### src/rtl/cache_pkg.sv
// rtl/cache_pkg.sv - shared cache geometry and fill FSM state encoding
package cache_pkg;

    localparam int BLOCK_WORDS   = 8;
    localparam int WORD_IDX_BITS = $clog2(BLOCK_WORDS);
    // Word index plus the byte-select bit of a 16-bit word.
    localparam int OFFSET_BITS   = WORD_IDX_BITS + 1;

    typedef enum logic [0:0] {
        ST_IDLE = 1'b0,
        ST_FILL = 1'b1
    } fill_state_e;

endpackage

### src/rtl/cache_fill_fsm.sv
// rtl/cache_fill_fsm.sv - cache-miss block fill controller for a 16-bit word memory
module cache_fill_fsm #(
    parameter int ADDR_WIDTH  = 16,
    parameter int BLOCK_WORDS = 8
) (
    input  logic                           clk,
    input  logic                           rst,
    input  logic                           miss_detected,
    input  logic [ADDR_WIDTH-1:0]          miss_address,
    output logic                           fsm_busy,
    output logic                           mem_enable,
    output logic                           mem_wr,
    output logic [ADDR_WIDTH-1:0]          mem_addr,
    input  logic                           mem_data_valid,
    input  logic [15:0]                    mem_data_in,
    output logic                           cache_wr_en,
    output logic [$clog2(BLOCK_WORDS)-1:0] cache_wr_word,
    output logic [15:0]                    cache_wr_data,
    output logic                           tag_wr_en,
    output logic                           fill_done
);
    import cache_pkg::*;

    localparam int WORD_BITS = $clog2(BLOCK_WORDS);
    localparam logic [0:0] IDLE = ST_IDLE;
    localparam logic [0:0] FILL = ST_FILL;
    localparam logic [WORD_BITS:0]   ICNT_ALL    = (WORD_BITS + 1)'(BLOCK_WORDS);
    localparam logic [WORD_BITS-1:0] RCNT_LAST   = WORD_BITS'(BLOCK_WORDS - 1);
    localparam logic [ADDR_WIDTH-1:0] OFFSET_MASK = ADDR_WIDTH'((1 << (WORD_BITS + 1)) - 1);

    logic [0:0]            state;
    logic [WORD_BITS:0]    icnt;
    logic [WORD_BITS-1:0]  rcnt;
    logic [ADDR_WIDTH-1:0] base;

    logic in_fill;
    logic issuing;
    logic wr_hit;
    logic last_word;

    assign in_fill   = (state == FILL);
    assign issuing   = in_fill && (icnt < ICNT_ALL);
    assign wr_hit    = in_fill && mem_data_valid;
    assign last_word = wr_hit && (rcnt == RCNT_LAST);

    assign fsm_busy      = in_fill;
    assign mem_enable    = issuing;
    assign mem_wr        = 1'b0;
    // Base is block-aligned, so the word offset never carries out of the block.
    assign mem_addr      = issuing ? (base + ADDR_WIDTH'({icnt, 1'b0})) : '0;
    assign cache_wr_en   = wr_hit;
    assign cache_wr_word = wr_hit ? rcnt : '0;
    assign cache_wr_data = mem_data_in;
    assign tag_wr_en     = last_word;
    assign fill_done     = last_word;

    always_ff @(posedge clk) begin
        if (rst) begin
            state <= IDLE;
            icnt  <= '0;
            rcnt  <= '0;
            base  <= '0;
        end else begin
            case (state)
                IDLE: begin
                    if (miss_detected) begin
                        base  <= miss_address & ~OFFSET_MASK;
                        icnt  <= '0;
                        rcnt  <= '0;
                        state <= FILL;
                    end
                end
                FILL: begin
                    if (issuing) begin
                        icnt <= icnt + 1'b1;
                    end
                    if (wr_hit) begin
                        rcnt <= rcnt + 1'b1;
                    end
                    if (last_word) begin
                        state <= IDLE;
                    end
                end
                default: state <= IDLE;
            endcase
        end
    end

endmodule

### config.mk
export PLATFORM = sky130hd
export DESIGN_NAME = cache_fill_fsm
export DESIGN_NICKNAME = d
export VERILOG_FILES = /design/src/rtl/cache_pkg.sv /design/src/rtl/cache_fill_fsm.sv
export SDC_FILE = /design/constraint.sdc
export NUM_CORES = 1
export LEC_CHECK = 0
export CAP_MARGIN = 40
export CORE_MARGIN = 1
export CORE_UTILIZATION = 33
export CTS_CLUSTER_DIAMETER = 150
export DETAILED_ROUTE_END_ITERATION = 16
export PLACE_DENSITY = 0.82
export SLEW_MARGIN = 40
export SYNTH_ARGS = -nofsm -noshare
export SYNTH_HDL_FRONTEND = slang
export SYNTH_SLANG_ARGS = --single-unit
### constraint.sdc
create_clock -name clk -period 1.7 [get_ports clk]
set_clock_uncertainty 0.15 [all_clocks]
set_input_delay 0.34 -clock clk [delete_from_list [all_inputs] [get_ports clk]]
set_output_delay 0.34 -clock clk [all_outputs]
set_load 0.01 [all_outputs]
Yosys cells after proc, flatten, opt, wreduce, memory -nomap -nowiden --
Cells that the tools add are included.
Operators by class: reduce and logical (&&, ||, !) cells 6, bitwise logic cells 1, multiplexer cells 11, eq/ne operators 4, add/sub/neg operators 3, order comparisons 1
Operators with widths (number):
- $add 16x5->16 | 1
- $mux 16 | 1
- $mux 3 | 3
- $mux 4 | 2
- $pmux 4 s2 | 1
- $pmux 3 s2 | 1
- $reduce_and 2->1 | 3
- $add 4x1->4 const B | 1
- $lt 4x4->1 const B | 1
- $ne 2x1->1 const B | 2
- $add 3x1->3 const B | 1
- $eq 3x3->1 const B | 1
- $logic_and 1x1->1 | 3
- $mux 1 | 2
- $ne 2x2->1 const B | 1
- $pmux 1 s2 | 1
- $not 1->1 | 1
Word-level totals: output and inout bits 41, input bits 36, register bits 20, logic and storage cells 30

Longest topological paths before layout --
depth after elaboration 4, depth in mapped cells 6, mapped depth without buffers 4

Worst setup path before layout --
OpenSTA, ideal clock, no wires.
kind reg-to-output, from reg icnt[3], to out mem_addr[12], buffers on the path 0, arrival 1.385 ns, path slack -0.175 ns, data required time 1.210 ns, cell stages (with the launch flop) 5, cell sequence dfxtp_1 > ha_1 > nand2_1 > or4_1 > a21oi_1
Between the ends: longest elaborated chain between the ends 3, elaborated cells on any way between the ends 4, those cells by class 1 x add/sub; 1 x order compare; 1 x mux; 1 x reduce/logical
Ends and longest elaborated chain:
- start, declared | RTL line cache_fill_fsm.sv:32 | logic [WORD_BITS:0] icnt;
- start signal, assigned | RTL line cache_fill_fsm.sv:75 | icnt <= icnt + 1'b1;
- parallel branches: the longest is 2 deep, another holds $add 16x5->16
- $mux 16 (*) | RTL line cache_fill_fsm.sv:50 | assign mem_addr = issuing ? (base + ADDR_WIDTH'({icnt, 1'b0})) : '0;
- end, declared | RTL line cache_fill_fsm.sv:13 | output logic [ADDR_WIDTH-1:0] mem_addr,
Mark *: on every way between the ends.

Final worst setup path --
from reg base[4], to out mem_addr[12]
Between the ends: longest elaborated chain between the ends 2
Ends and longest elaborated chain:
- start, declared | RTL line cache_fill_fsm.sv:34 | logic [ADDR_WIDTH-1:0] base;
- start signal, assigned | RTL line cache_fill_fsm.sv:67 | base <= miss_address & ~OFFSET_MASK;
- $add 16x5->16 | RTL line cache_fill_fsm.sv:50
- $mux 16 | RTL line cache_fill_fsm.sv:50
No other way between the ends.

==> impl_metrics.toml <==
[global_routing]
track_usage_pct = 19.0
antenna_found_initial = 0
grt_pass1_wl_um = 6070
grt_pass1_vias = 1340
grt_start_max_net_pins = 21
gr-total-overflow = 0

[yosys]
synth_xor_area_share_pct = 3.46
synth_cell_type_count = 29
syn_area_per_cell_um2 = 7.50
yosys.area_share.adder_pct = 4.94
syn_inst = 169
synth_top_cell_area_share_pct = 31.6
muxShareOfSynthArea_pct = 1.58
synth-compound-area-share_pct = 12.2
synth_seq_area_share_pct = 31.6
mappedNetlistArea_um2 = 1270
synth_area_leaders = "dfxtp_1 (32%), buf_4 (11%), nand2_1 (9.8%), a21oi_1 (8.7%), ha_1 (4.9%)"
synth-seq-cells = 20
synth_top_family_by_area = "simple AND/OR/NAND/NOR gates"
synth_top_area_cell = "dfxtp_1"
synth_warnings = 0
yosys.area_share.simple_pct = 29.8

[placed_design]
place_inst = 259
pre_cts_ws_ns = -0.530
finalWeightedCongestion = 0.804
hpwl_um = 2340
port_buffers = 38

[hold_path]
holdCritStartpoint = "base[15]$_SDFFE_PP0P_"
min-delay-path-class = "reg -> reg"
hold_path_end = "base[15]$_SDFFE_PP0P_"
hold_depth = 2

[clocking]
cts_buffers = 3
clock_path_buffers = 2
htreeDepth = 1
clk_latency_ns = 0.26
path_clk_slew_ns = 0.07
tritoncts = "done"
clock_sinks = 20
cts_hold_buf = 0
cts-root-buf = "clkbuf_8"

[setup_path]
cp_max_fo = 5
cp-startpoint = "base[4]$_SDFFE_PP0P_"
r2r-end = "fsm_busy$_SDFF_PP0_"
cp-start-kind = "flop"
reg2reg_depth = 5
cp-end-kind = "output port"
required_ns = 1.21
cp.arrival_ns = 1.64
r2r-start = "rcnt[1]$_SDFFE_PP0P_"
r2r_slack_ns = 0.30
worstSetupPathType = "reg -> out"

[finish]
final_cell_mix = "buf_4 (37), nand2_1 (31), a21oi_1 (18)"
stdcell_count = 277
layout-drive-gt1-share_pct = 47.6
fin_nets = 272
area_growth_pct = 70.8
multi_input_area_um2 = 896
layout_commonest_cell = "buf_4"
fillerInstances = 313
seq_area_um2 = 432
n_antenna_cell = 0

[floorplan]
dieArea_um2 = 4090
chipWidth_um = 64.0
dieHeight_um = 64.0
start_util_pct = 34.6
coreArea_um2 = 3660
rows = 22
io_pins = 77

[outcome]
violations = "negative setup slack"
status = "finished with violations"

[power_and_ir_drop]
pwr-share-clk_pct = 28.8
combPwrFrac_pct = 23.5
internal_power_uw = 780
vdd_drop_max_mv = 0.243
p_leak_uw = 0.000917
sw_frac_of_total_pct = 27.9
seqPwrFrac_pct = 47.7
p_switching_uw = 301
cellPowerDensity_nw_per_um2 = 499

[timing]
min_period_over_period_pct = 125
period_minus_slack_ns = 2.13
finalSetupViolCount = 16
worst_hold_slack_ns = 0.341
max_freq_ghz = 0.470
worst_slack_ns = -0.426
hold_viol = 0
finalMaxSlewViolations = 0
rsz0062_at_grt = "true"

[route]
drtIter0Drc = 82
vias = 1361
dr.pass1.iters = 4
post-route-drc-count = 0
vias_per_cell = 4.91
routedWlPerCell_um = 13.7
drt-total-wl_um = 3790
ant_nets = 0

[flow_run]
cap_violations = 0
-- synthesized netlist by cell type, drive strengths merged --
cell type  number
nand2          33
buf            25
a21oi          22
dfxtp          20
nand3          10
and2            5
ha              5
nand2b          5
and3            4
inv             4
nor2            4
o31ai           4
or4             4
clkbuf          3
nand4           3
nor3            3
xor2            3
mux2i           2
nor4            2
o21a            2
xnor2           2
conb            1
nand3b          1
nor2b           1
or2             1
-- sequential cells by signal, summed over array words and instances, names as in the netlist --
signal / count
base: 12
icnt: 4
rcnt: 3
fsm_busy: 1
-- critical path, stage by stage (launching register included) --
cell,delay [ns]
dfxtp_4,0.38
ha_4,0.18
nand2_8,0.07
or4_4,0.50
a21oi_4,0.14
buf_6,0.11
-- power groups by stage --
stage	Combinational, uW	Clock [uW]	Sequential (uW)
after floorplan	137	0	523
after global placement	228	0	517
after detailed placement	231	0	519
after CTS	242	318	513
after global routing	276	343	519
final	254	311	515
-- worst max path at each step --
stage	end	cells after the start
2_1_floorplan	mem_addr[12]	4
3_3_place_gp	mem_addr[13]	4
3_5_place_dp	mem_addr[12]	4
4_1_cts	mem_addr[11]	5
5_1_grt	mem_addr[12]	5
6_report	mem_addr[12]	5
-- kinds of logic after synthesis --
group                      Yosys count
and+or+nand+nor                     76
buffers and inverters               32
AOI/OAI and AO/OA                   28
DFF                                 20
adders and majority gates            5
xor gates and xnor gates             5
muxes                                2
other                                1
-- layer usage --
layer | GRT usage [%] | share of wire, % | vias to the layer above
met1 | 21.9 | 40 | 638
met2 | 33.2 | 52 | 39
met5 | 0 | 0 | -
met4 | 7.95 | 1.7 | 0
met3 | 4.64 | 6.0 | 7
li1 | - | - | 677
-- final cells by class --
| class | count | share of cell area [%] |
|---|---|---|
| Clock buffer | 3 | 1.91 |
| Inverter | 4 | 0.809 |
| Multi-Input combinational cell | 119 | 41.4 |
| Sequential cell | 20 | 19.9 |
| Tap cell | 48 | 2.77 |
| Timing Repair Buffer | 83 | 33.2 |
-- stage by stage --
stage          setup TNS [ns]  util (%)  power [uW]  cell area, um2
3_5_place_dp            -8.89      51.0         750            1870
4_1_cts                 -3.64      56.4        1070            2060
5_1_grt                 -4.63      59.1        1140            2160
3_3_place_gp            -8.79      51.0         745            1870
2_1_floorplan         -0.0412         -         660            1360
6_report                -3.76      59.1        1080            2160
-- timing repair --
item	4_1_cts	5_1_grt
resized for setup	116	19
pin swaps	10	12
buffers inserted	9	6
setup endpoints to repair	23	22
gates cloned	1	0
Note: power is estimated with default switching activity, not from simulation.
